File: src/rtl/wb_stage_if.sv
// MEM-to-WB bundle and register-file write port.
// Also carries forwarding mirror and retire count.
interface wb_stage_if #(
  parameter int DW = 32,
  parameter int AW = 5
);
  logic          m_valid;
  logic          m_wen;
  logic [AW-1:0] m_waddr;
  logic [2:0]    m_wb_sel;
  logic [DW-1:0] m_alu;
  logic [DW-1:0] m_mem;
  logic [2:0]    m_ld_type;
  logic [DW-1:0] m_pc;
  logic          m_hilo_we;
  logic [DW-1:0] m_hi;
  logic [DW-1:0] m_lo;
  logic [AW-1:0] waddr;
  logic [DW-1:0] wdata;
  logic          regfilesrc;
  logic          fwd_valid;
  logic [AW-1:0] fwd_addr;
  logic [DW-1:0] fwd_data;
  logic [31:0]   retired;

  modport master (
    output m_valid, m_wen, m_waddr, m_wb_sel,
    output m_alu, m_mem, m_ld_type, m_pc,
    output m_hilo_we, m_hi, m_lo,
    input  waddr, wdata, regfilesrc,
    input  fwd_valid, fwd_addr, fwd_data,
    input  retired
  );

  modport slave (
    input  m_valid, m_wen, m_waddr, m_wb_sel,
    input  m_alu, m_mem, m_ld_type, m_pc,
    input  m_hilo_we, m_hi, m_lo,
    output waddr, wdata, regfilesrc,
    output fwd_valid, fwd_addr, fwd_data,
    output retired
  );
endinterface

File: src/rtl/wb_stage.sv
// Write-back stage: MEM/WB register, load
// extension, HI/LO and retired counter.
module wb_stage #(
  parameter int DW = 32,
  parameter int AW = 5
) (
  input  logic  clk,
  input  logic  rst,
  input  logic  stall,
  input  logic  flush,
  wb_stage_if.slave bus
);

  typedef struct packed {
    logic          valid;
    logic          wen;
    logic [AW-1:0] waddr;
    logic [2:0]    wb_sel;
    logic [DW-1:0] alu;
    logic [DW-1:0] mem;
    logic [2:0]    ld_type;
    logic [DW-1:0] pc;
    logic          hilo_we;
    logic [DW-1:0] hi;
    logic [DW-1:0] lo;
  } wb_t;

  wb_t           wb_q, wb_d;
  logic [DW-1:0] hi_q, lo_q;
  logic [31:0]   ret_q;
  logic [7:0]    byte_s;
  logic [15:0]   half_s;
  logic [DW-1:0] ld_data;
  logic [DW-1:0] wdata;
  logic          we;

  // Next WB register: flush beats stall.
  always_comb begin
    wb_d = wb_q;
    if (flush) begin
      wb_d = '0;
    end else if (!stall) begin
      wb_d.valid   = bus.m_valid;
      wb_d.wen     = bus.m_wen;
      wb_d.waddr   = bus.m_waddr;
      wb_d.wb_sel  = bus.m_wb_sel;
      wb_d.alu     = bus.m_alu;
      wb_d.mem     = bus.m_mem;
      wb_d.ld_type = bus.m_ld_type;
      wb_d.pc      = bus.m_pc;
      wb_d.hilo_we = bus.m_hilo_we;
      wb_d.hi      = bus.m_hi;
      wb_d.lo      = bus.m_lo;
    end
  end

  // MEM/WB pipeline register.
  always_ff @(posedge clk or negedge rst) begin
    if (!rst) wb_q <= '0;
    else      wb_q <= wb_d;
  end

  // HI/LO commit from the instruction in WB.
  always_ff @(posedge clk or negedge rst) begin
    if (!rst) begin
      hi_q <= '0;
      lo_q <= '0;
    end else if (wb_q.valid && wb_q.hilo_we) begin
      hi_q <= wb_q.hi;
      lo_q <= wb_q.lo;
    end
  end

  // Count every instruction leaving WB.
  always_ff @(posedge clk or negedge rst) begin
    if (!rst)
      ret_q <= '0;
    else if (wb_q.valid && !stall)
      ret_q <= ret_q + 32'd1;
  end

  // Little-endian byte/half pick.
  always_comb begin
    byte_s = wb_q.mem[7:0];
    unique case (wb_q.alu[1:0])
      2'd1:    byte_s = wb_q.mem[15:8];
      2'd2:    byte_s = wb_q.mem[23:16];
      2'd3:    byte_s = wb_q.mem[31:24];
      default: byte_s = wb_q.mem[7:0];
    endcase
    half_s = wb_q.alu[1] ? wb_q.mem[31:16]
                         : wb_q.mem[15:0];
  end

  // Load extension; unknown types act as LW.
  always_comb begin
    ld_data = wb_q.mem;
    unique case (wb_q.ld_type)
      3'd1: ld_data = {{(DW-8){byte_s[7]}}, byte_s};
      3'd2: ld_data = {{(DW-8){1'b0}}, byte_s};
      3'd3: ld_data = {{(DW-16){half_s[15]}}, half_s};
      3'd4: ld_data = {{(DW-16){1'b0}}, half_s};
      default: ld_data = wb_q.mem;
    endcase
  end

  // Write-back source select; unknown acts as ALU.
  always_comb begin
    wdata = wb_q.alu;
    unique case (wb_q.wb_sel)
      3'd1:    wdata = ld_data;
      3'd2:    wdata = wb_q.pc + DW'(8);
      3'd3:    wdata = hi_q;
      3'd4:    wdata = lo_q;
      default: wdata = wb_q.alu;
    endcase
  end

  assign we = wb_q.valid & wb_q.wen
            & (wb_q.waddr != '0);

  assign bus.waddr      = wb_q.waddr;
  assign bus.wdata      = wdata;
  assign bus.regfilesrc = we;
  assign bus.fwd_valid  = we;
  assign bus.fwd_addr   = wb_q.waddr;
  assign bus.fwd_data   = wdata;
  assign bus.retired    = ret_q;

endmodule

File: src/flat_wrapper.sv
// flat-port wrapper written by rule: the top's interface ports become plain ports
module wb_stage_flat 
#(
  parameter int DW = 32,
  parameter int AW = 5
)
  (clk, rst, stall, flush, bus_m_valid, bus_m_wen, bus_m_waddr, bus_m_wb_sel, bus_m_alu, bus_m_mem, bus_m_ld_type, bus_m_pc, bus_m_hilo_we, bus_m_hi, bus_m_lo, bus_waddr, bus_wdata, bus_regfilesrc, bus_fwd_valid, bus_fwd_addr, bus_fwd_data, bus_retired);
  wb_stage_if #(.DW(DW), .AW(AW)) bus_i ();
  input  logic clk;
  input  logic rst;
  input  logic stall;
  input  logic flush;
  input wire logic [$bits(bus_i.m_valid)-1:0] bus_m_valid;
  input wire logic [$bits(bus_i.m_wen)-1:0] bus_m_wen;
  input wire logic [$bits(bus_i.m_waddr)-1:0] bus_m_waddr;
  input wire logic [$bits(bus_i.m_wb_sel)-1:0] bus_m_wb_sel;
  input wire logic [$bits(bus_i.m_alu)-1:0] bus_m_alu;
  input wire logic [$bits(bus_i.m_mem)-1:0] bus_m_mem;
  input wire logic [$bits(bus_i.m_ld_type)-1:0] bus_m_ld_type;
  input wire logic [$bits(bus_i.m_pc)-1:0] bus_m_pc;
  input wire logic [$bits(bus_i.m_hilo_we)-1:0] bus_m_hilo_we;
  input wire logic [$bits(bus_i.m_hi)-1:0] bus_m_hi;
  input wire logic [$bits(bus_i.m_lo)-1:0] bus_m_lo;
  output wire logic [$bits(bus_i.waddr)-1:0] bus_waddr;
  output wire logic [$bits(bus_i.wdata)-1:0] bus_wdata;
  output wire logic [$bits(bus_i.regfilesrc)-1:0] bus_regfilesrc;
  output wire logic [$bits(bus_i.fwd_valid)-1:0] bus_fwd_valid;
  output wire logic [$bits(bus_i.fwd_addr)-1:0] bus_fwd_addr;
  output wire logic [$bits(bus_i.fwd_data)-1:0] bus_fwd_data;
  output wire logic [$bits(bus_i.retired)-1:0] bus_retired;
  assign bus_i.m_valid = bus_m_valid;
  assign bus_i.m_wen = bus_m_wen;
  assign bus_i.m_waddr = bus_m_waddr;
  assign bus_i.m_wb_sel = bus_m_wb_sel;
  assign bus_i.m_alu = bus_m_alu;
  assign bus_i.m_mem = bus_m_mem;
  assign bus_i.m_ld_type = bus_m_ld_type;
  assign bus_i.m_pc = bus_m_pc;
  assign bus_i.m_hilo_we = bus_m_hilo_we;
  assign bus_i.m_hi = bus_m_hi;
  assign bus_i.m_lo = bus_m_lo;
  assign bus_waddr = bus_i.waddr;
  assign bus_wdata = bus_i.wdata;
  assign bus_regfilesrc = bus_i.regfilesrc;
  assign bus_fwd_valid = bus_i.fwd_valid;
  assign bus_fwd_addr = bus_i.fwd_addr;
  assign bus_fwd_data = bus_i.fwd_data;
  assign bus_retired = bus_i.retired;
  wb_stage #(.DW(DW), .AW(AW)) u_core (.clk(clk), .rst(rst), .stall(stall), .flush(flush), .bus(bus_i));
endmodule
File: config.mk
export PLATFORM = sky130hd
export DESIGN_NAME = wb_stage_flat
export DESIGN_NICKNAME = d
export VERILOG_FILES = /design/src/rtl/wb_stage_if.sv /design/src/rtl/wb_stage.sv /design/src/flat_wrapper.sv
export SDC_FILE = /design/constraint.sdc
export NUM_CORES = 1
export LEC_CHECK = 0
export ABC_AREA = 1
export CORE_MARGIN = 3
export CORE_UTILIZATION = 45
export DETAILED_ROUTE_END_ITERATION = 10
export PLACE_DENSITY = 0.71
export SLEW_MARGIN = 20
export SYNTH_ARGS = -nofsm -noshare
export SYNTH_HDL_FRONTEND = slang
export SYNTH_SLANG_ARGS = --single-unit
File: constraint.sdc
create_clock -name clk -period 3.26 [get_ports clk]
set_input_delay 0.489 -clock clk [delete_from_list [all_inputs] [get_ports clk]]
set_output_delay 0.489 -clock clk [all_outputs]
set_load 0.01 [all_outputs]
* Word-level counts from Yosys, hierarchy flattened
Cells that the tools add are included. W data, S select, Z words.
Storage, ports and cells: register bits 270, bits in latches 0, RAM bits 0, ROM bits 0, output and inout port bits 108, logic and storage cells 40, memories 0
Cells by class: $add $sub $neg 2, multipliers 0, divide/modulo/power cells 0, magnitude comparators 0, equal/unequal tests 12, shift-type cells 0, multiplexer cells 6, bitwise logic cells 2, reductions and logical operators 4
Operators with widths (number):
- $mux W174 | 2
- $pmux W32 S4 | 2
- $add A32 B1 Y32 const B | 1
- $add A32 B4 Y32 const B | 1
- $pmux W8 S3 | 1
- $mux W16 | 1
- $eq A3 B2 Y1 const B | 4
- $eq A3 B1 Y1 const B | 2
- $eq A3 B3 Y1 const B | 2
- $reduce_bool A5 Y1 | 1
- $eq A2 B2 Y1 const B | 2
- $and A1 B1 Y1 | 2
- $eq A2 B1 Y1 const B | 1
- $logic_and A1 B1 Y1 | 2
- $ne A2 B1 Y1 const B | 1
- $logic_not A1 Y1 | 1

* Longest topological paths before layout
Gate-level depths: netlist of run 1.
word-level depth 4, mapped depth 12

* Worst setup path after synthesis of run 1
OpenSTA, ideal clock, no wires.
path type register to output, from register u_core.wb_q[98] (netlist name), to output port bus_wdata[30], arrival time 1.596 ns, required time 2.771 ns, path slack 1.175 ns, cell stages (with the launch flop) 11, path buffers 2, path through dfrtp_1 nor2_1 nand2_2 nand2_4 inv_2 nand2_4 nand3_4 buf_6 a21oi_1 nand3_1 buf_4
On the way: word-level cells in the longest chain between the ends 3
Ends and longest elaborated chain:
- start, declared | RTL line wb_stage.sv:28 | wb_t wb_q, wb_d;
- start signal, assigned | RTL line wb_stage.sv:60 | else wb_q <= wb_d;
- $eq A3 B3 Y1 (tied with other cells) | RTL line wb_stage.sv:98 | unique case (wb_q.ld_type)
- $pmux W32 S4 (*) | RTL line wb_stage.sv:98
- $pmux W32 S4 (*) | RTL line wb_stage.sv:110 | unique case (wb_q.wb_sel)
- end, declared | RTL line flat_wrapper.sv:25 | output wire logic [$bits(bus_i.wdata)-1:0] bus_wdata;
Mark *: on every way between the ends. The rest lies on a longest branch, timed or not.

* Worst setup path in the final report of run 1
from register u_core.wb_q[164] (netlist name), to output port bus_fwd_data[23]
On the way: word-level cells in the longest chain between the ends 2
Ends and longest elaborated chain:
- $eq A3 B3 Y1 (tied with other cells) | RTL line wb_stage.sv:110
- $pmux W32 S4 (*) | RTL line wb_stage.sv:110
- end, declared | RTL line flat_wrapper.sv:29 | output wire logic [$bits(bus_i.fwd_data)-1:0] bus_fwd_data;
Marked as above.

==> results by group, run 1 <==
Outcome
  • Status: finished, final reports clean

Setup path
  • Worst EP arrival: 2.71 ns
  • Reg-to-reg slack, setup: 1.36 ns
  • R2R depth: 7
  • WP buf/inv: 3
  • CP Launch Type: flip-flop
  • Cells along the critical path: o21ai_0 -> nand2_4 -> inv_6 -> buf_4 -> nand2_1 -> nand4_1 -> clkdlybuf4s50_1
  • Worst path slowest cell: clkdlybuf4s50_1
  • Critical Path Fanout Max: 11
  • R2r startpoint: u_core.bus.retired[0]
  • Worst r2r dst: u_core.bus.retired[22]
  • Critical Path End Type: output pin
  • Critical path's top delay family: buffers and inverters
  • Worst EP required: 2.77 ns
  • CP peak stage delay: 0.57 ns
  • Setup CP Type: flip-flop to output pin

Power
  • Sw frac: 27.6%
  • Pleak: 8.20 nW
  • Clock power frac: 41.1%
  • Psw: 0.00251 W
  • Pwr per Cell Area: 496 nW/um^2
  • Total power: 0.00911 W
  • Gate power share: 16.8%
  • VDD IR max: 0.455 mV
  • Seq pwr share: 42.1%
  • P_int: 0.00660 W

STA
  • Setup TNS: 0 ns
  • Slew headroom: 57.6%
  • Tmin final: 3.20 ns
  • Tcrit/Tclk final: 98.0%
  • Hold slack: 0.310 ns
  • Final Hold Vio Count: 0
  • Worst Tran Pin Value: 0.636 ns
  • Clock Skew: 0.0218 ns
  • Final Max Slew Viols: 0
  • Final Setup Violations: 0
  • Fmax: 313 MHz

Routing
  • Vias per cell: 5.48
  • Post-route DRC violation count: 0
  • Post-route ant nets: 0
  • Final WL: 47.7 mm
  • DR pass1 iterations: 6
  • Vias: 13218
  • Post-DR wirelength/cell: 19.8 um
  • Initial drt markers: 1235

Clock network
  • H-tree depth: 1
  • Clk_lat worst skew: 0.58 ns
  • Clk slew on worst S/H paths: 0.06 ns
  • Clock root buffer: clkbuf_16
  • Worst-case clock buffer depth: 3
  • Cts bufs inserted: 30
  • Clock Sinks: 270
  • CTS tree: built

Flow run
  • Number of max-cap violations: 0

Die
  • Die width: 182 um
  • Initial core utilization: 46.4%
  • Die ar.: 33300 um^2
  • Die Span Y: 182 um
  • Core ar.: 30200 um^2
  • I/O Pins: 286
  • Std cell rows: 63

Logic synthesis
  • Flops & latches, synth: 270
  • Asr flop ratio synth: 100%
  • Number of synthesized flops with an enable pin: 0
  • Syn_nets: 1967
  • Top-count cell post-synth: nand2_1
  • Cell variety after synth: 41
  • Synth Flop Type: dfrtp_1
  • Area leader, netlist: dfrtp_1
  • Post-synthesis sequential area ratio: 48.2%
  • Mapped cell area: 14000 um^2
  • Most frequent cells after synthesis: 386 x nand2_1, 295 x nand3_1, 270 x dfrtp_1
  • Post-synthesis cell count: 1787
  • Post-synth top area share: 48.2%
  • Syn avg cell area: 7.84 um^2
  • Yosys Warn Count: 0
  • Synth top area cells: dfrtp_1 48%, nand3_1 11%, nand2_1 10%

Hold path
  • Hold Path Depth: 4
  • Endpoint, Worst Hold: u_core.bus.retired[1]
  • Hold Path Class: primary input to flip-flop
  • Hold_sp: stall

Placed design
  • Post-DP Area: 16900 um^2
  • Routability Congestion: 1.01
  • Post-DP HPWL: 34.8 mm
  • Number of port buffers: 285

GRT
  • First-pass GRT wire length: 73.7 mm
  • Initial antenna violation count: 0
  • Met1 usage: 40.9%
  • Met3 usage: 4.86%
  • Vias in the first global route: 12587
  • M2 GR Usage: 42.8%
  • Most Crowded Layer GR: met2
  • Total Routing Usage GR: 28.1%
  • Grt total ovfl: 0
  • Largest net degree at the start of global routing: 129

Layout
  • Share of layout cells above drive strength 1: 8.50%
  • Layout net count: 2179
  • Fill cells: 2635
  • Area Overhead vs Synth: 31.3%
  • Seq. cell area: 6760 um^2
  • Area of the multi-input gates: 5990 um^2
  • Finished Cell Area: 18400 um^2
  • Antenna cells: 0
registers in the layout (all words and copies together) (netlist names):
name	cells
u_core.bus.fwd_addr	5
u_core.bus.retired	32
u_core.hi_q	32
u_core.lo_q	32
u_core.wb_q	169
power groups by stage:
| stage | Combinational [W] | Sequential [W] | Clock [W] |
|---|---|---|---|
| 2_1_floorplan | 0.000751 | 0.00384 | 0 |
| 3_3_place_gp | 0.00146 | 0.00388 | 0 |
| 3_5_place_dp | 0.00148 | 0.00388 | 0 |
| 4_1_cts | 0.00152 | 0.00383 | 0.00379 |
| 5_1_grt | 0.00168 | 0.00387 | 0.00395 |
| 6_report | 0.00153 | 0.00383 | 0.00375 |
per-layer routing:
metal,routed length (um),up-vias
met5,0,-
met4,1960,0
met3,3800,92
met2,21200,565
met1,20800,6301
li1,-,6260
repair_timing:
| item | in CTS | in global routing |
|---|---|---|
| buffers inserted | 2 | 11 |
| cloned | 2 | 0 |
| endpoints found under the hold margin | 71 | 0 |
| gates resized for setup | 22 | 55 |
| endpoints found under the setup margin | 62 | 64 |
| pin swaps | 2 | 8 |
| hold buffers | 1 | 0 |
tightest hold or removal path: stages:
cell and delay (ns):
buf_2 0.19, nor2_8 0.08, nand2_1 0.05, nand2_1 0.04
worst max-delay path by stage:
stage	to	slack [ns]	cells past startpoint	startpoint
after global routing	bus_fwd_data[19]	-0.008	8	u_core.wb_q[69]
after detailed placement	bus_fwd_data[0]	0.29	6	u_core.wb_q[164]
final	bus_fwd_data[23]	0.06	7	u_core.wb_q[164]
after floorplan	bus_wdata[30]	1.17	10	u_core.wb_q[98]
after global placement	bus_fwd_data[0]	0.34	6	u_core.wb_q[164]
after CTS	bus_wdata[17]	-0.03	8	u_core.wb_q[68]
metrics by stage:
| stage | instances | setup WS, ns | utilization (%) |
|---|---|---|---|
| after floorplan | 1787 | 1.17 | - |
| after global routing | 2413 | -0.00770 | 60.9 |
| after detailed placement | 2341 | 0.293 | 55.9 |
| final | 2413 | 0.0644 | 60.9 |
| after CTS | 2402 | -0.0290 | 60.0 |
| after global placement | 2341 | 0.344 | 55.9 |
final cells by class:
cell class                 instances  share of cell area (%)
sequential                       270                    36.8
timing repair buffer             319                    17.8
timing repair inverter             1                  0.0204
multi-input combinational       1182                    32.6
tap                              390                    2.65
clock inverter                    16                    1.27
inverter                         195                    4.15
clock buffer                      40                    4.78
kinds of logic after synthesis:
kind of cell    synth area share, %
xor+xnor                       1.56
flops                          48.2
buf+inv                        10.4
fa+ha+maj                     0.179
compound gates                 12.0
simple gates                   27.6
cell usage in the layout (no fill, tap or decap), types with 3 or more instances in the layout:
master / n
nand3_1: 283
o211ai_1: 13
nand2_2: 3
clkdlybuf4s50_1: 271
a22o_1: 27
bufinv_16: 5
nand2_1: 381
o21ai_1: 3
xor2_1: 17
nor2_1: 95
nand3b_1: 6
xnor2_1: 8
buf_12: 9
nand4_1: 25
buf_6: 3
nor3_1: 11
inv_1: 177
a21oi_1: 36
nand2_4: 4
clkbuf_8: 9
buf_4: 21
nand3_4: 3
nor2_4: 3
dfrtp_1: 264
clkinv_4: 3
dlymetal6s2s_1: 12
o21ai_0: 208
nand2_8: 3
dfrtp_2: 6
clkbuf_16: 30
nor2_2: 14
a22oi_1: 5
nand3_2: 13
inv_2: 11
clkinv_2: 9
Note: power is estimated with default switching activity, not from simulation.
==> inputs of run 2 (changes only) <==
CORE_ASPECT_RATIO = 0.5   (was unset)
==> run 2 against run 1 <==
  * Flip-flop and latch count stayed put
  * Combinational power about the same
  * Clock power is 18% lower
  * Die area rose by 0.38%
  * Via count decreased by 0.85%
  * Worst setup slack worse by 0.029 ns
  * Worst hold slack gained 0.031 ns
  * Final cell count rose by 0.54%
  * Wire length fell by 0.16%
  * Non-clock buffer count fell by 3
  * Critical endpoint is now bus_wdata[30]
  * Critical path depth up 2
==> results by group, run 2 (synthesis results as in run 1) <==
Setup path
  • Worst path slowest cell: clkdlybuf4s50_1
  • Cells along the critical path: nand2_1 -> nor2_1 -> nand2_1 -> nor2_2 -> nand2_1 -> nand2_1 -> nand3_1 -> nand3_1 -> clkdlybuf4s50_1
  • Worst EP required: 2.77 ns
  • Setup CP Type: flip-flop to output pin
  • Critical Path End Type: output pin
  • Critical Path Fanout Max: 4
  • CP peak stage delay: 0.56 ns
  • Worst EP arrival: 2.74 ns
  • CP dominant cell by count: nand2_1
  • R2R depth: 7
  • CP Launch Type: flip-flop

Routing
  • Post-route DRC violation count: 0
  • Initial drt markers: 1283
  • DR pass1 iterations: 5
  • Vias: 13105
  • Vias per cell: 5.40
  • Final WL: 47.6 mm
  • Post-route ant nets: 0
  • Post-DR wirelength/cell: 19.6 um

Flow run
  • Number of max-cap violations: 0

Layout
  • Flip-flop count of the largest register after layout: 169
  • Commonest non-fill, non-tap cells in the layout: 381 x nand2_1, 292 x nand3_1, 264 x dfrtp_1
  • Top reg by flops: u_core.wb_q
  • Area of the multi-input gates: 5910 um^2
  • Non-Filler Instances: 2426
  • Finished Cell Area: 18100 um^2
  • Seq. cell area: 6760 um^2
  • Share of layout cells above drive strength 1: 6.92%
  • Fill cells: 2715
  • Commonest non-fill, non-tap cell in the layout: nand2_1
  • Area Overhead vs Synth: 29.2%
  • Layout net count: 2172

Die
  • Core ar.: 29800 um^2
  • I/O Pins: 286
  • Die width: 255 um
  • Die ar.: 33400 um^2
  • Initial core utilization: 47.0%
  • Die Span Y: 131 um
  • Std cell rows: 44

STA
  • Final Max Slew Viols: 0
  • Tcrit/Tclk final: 98.9%
  • Slew headroom: 32.8%
  • Clock Skew: 0.00949 ns
  • Final Hold Vio Count: 0
  • Final Setup Violations: 0
  • Fmax: 310 MHz
  • Worst Tran Pin Value: 1.01 ns
  • Worst Setup Slack, final: 0.0353 ns
  • Tmin final: 3.22 ns
  • RSZ-0062 raised after global routing: yes

Outcome
  • Status: finished, final reports clean

Clock network
  • Clk_lat worst skew: 0.56 ns
  • H-tree depth: 1
  • Worst-case clock buffer depth: 3
  • CTS tree: built
  • Cts bufs inserted: 25
  • Clk slew on worst S/H paths: 0.06 ns
  • Clock root buffer: clkbuf_16
  • Clock Sinks: 270

Power
  • Pwr per Cell Area: 467 nW/um^2
  • VDD IR max: 0.319 mV
  • Pleak: 8.37 nW

Placed design
  • Post-DP Area: 16900 um^2
  • Cells after DPL: 2365
  • Number of port buffers: 285
  • Post-DP HPWL: 35.1 mm
  • Routability Congestion: 1.01
  • DP Worst Slack: 0.484 ns

GRT
  • Grt total ovfl: 0
  • Vias in the first global route: 12334
  • Total Routing Usage GR: 27.6%
  • Initial antenna violation count: 1
  • Largest net degree at the start of global routing: 173
  • First-pass GRT wire length: 71.6 mm

Hold path
  • Hold Path Depth: 3
  • Hold Path Class: primary input to flip-flop
## run 2: cell count changes in the layout (fill, tap and decap cells not counted), moves of 3 or more
cell             change
nand3_1              +9
dlymetal6s2s_1      +23
clkdlybuf4s50_1     -25
nor2_2               -3
clkinv_2             -7
clkbuf_8             -7
nand3_2              -9
clkbuf_16            -4
nor2_1               +4
clkbuf_1             +6
## run 2: worst max-delay path, delay by kind of cell (launching register included)
kind / cells / cell delay [ns]
flops: 1 / 0.45
simple gates: 8 / 1.17
buf+inv: 1 / 0.56
## run 2: repair_timing
| action | CTS | global route |
|---|---|---|
| cloned | 1 | 3 |
| endpoints found under the setup margin | 46 | 58 |
| gates resized for setup | 7 | 74 |
| endpoints found under the hold margin | 70 | 0 |
| pin swaps | 1 | 6 |
| hold buffers | 1 | 0 |
| buffers inserted | 1 | 8 |
## run 2: metal layers
metal  wire (um)  GRT usage, %  part of all wire [%]  vias up
li1            -             -                     -     6246
met4        1330          8.00                   2.8        0
met3        4340          7.30                   9.1       81
met5           0             0                     0        -
met1       20800          38.5                    44     6276
met2       21100          42.8                    44      502
## run 2: final timing paths
kind	startpoint	end	slack, ns
min in group asynchronous	rst	u_core.bus.retired[10]	0.47
setup / recovery	u_core.wb_q[72]	bus_wdata[30]	0.04
hold / removal	stall	u_core.wb_q[72]	0.34
max in group asynchronous	rst	u_core.wb_q[69]	1.82
setup reg to reg	u_core.bus.retired[0]	u_core.bus.retired[22]	1.36
hold reg to reg	u_core.bus.retired[31]	u_core.bus.retired[31]	0.48
## run 2: area by class of cell
class                           instances  area share (%)
Sequential cell                       270            37.4
Multi-Input combinational cell       1184            32.7
Timing Repair Buffer                  316            18.2
Inverter                              195            4.17
Clock buffer                           34            3.76
Tap cell                              414            2.86
Clock inverter                         11           0.899
Antenna cell                            2          0.0277
## run 2: stage by stage
step / total power [W] / setup TNS, ns / hold WS, ns / utilization [%]
6_report: 0.00846 / 0 / 0.341 / 60.7
5_1_grt: 0.00880 / -0.117 / 0.337 / 60.7
4_1_cts: 0.00847 / 0 / 0.331 / 59.7
3_5_place_dp: 0.00538 / 0 / 0.461 / 56.7
3_3_place_gp: 0.00537 / 0 / 0.467 / 56.7
2_1_floorplan: 0.00459 / 0 / 0.193 / -
## run 2: report_power, final
part	switching [W]	internal (W)
sequential	0.000249	0.00362
combinational	0.000835	0.000672
clock	0.00136	0.00172
total	0.00244	0.00602
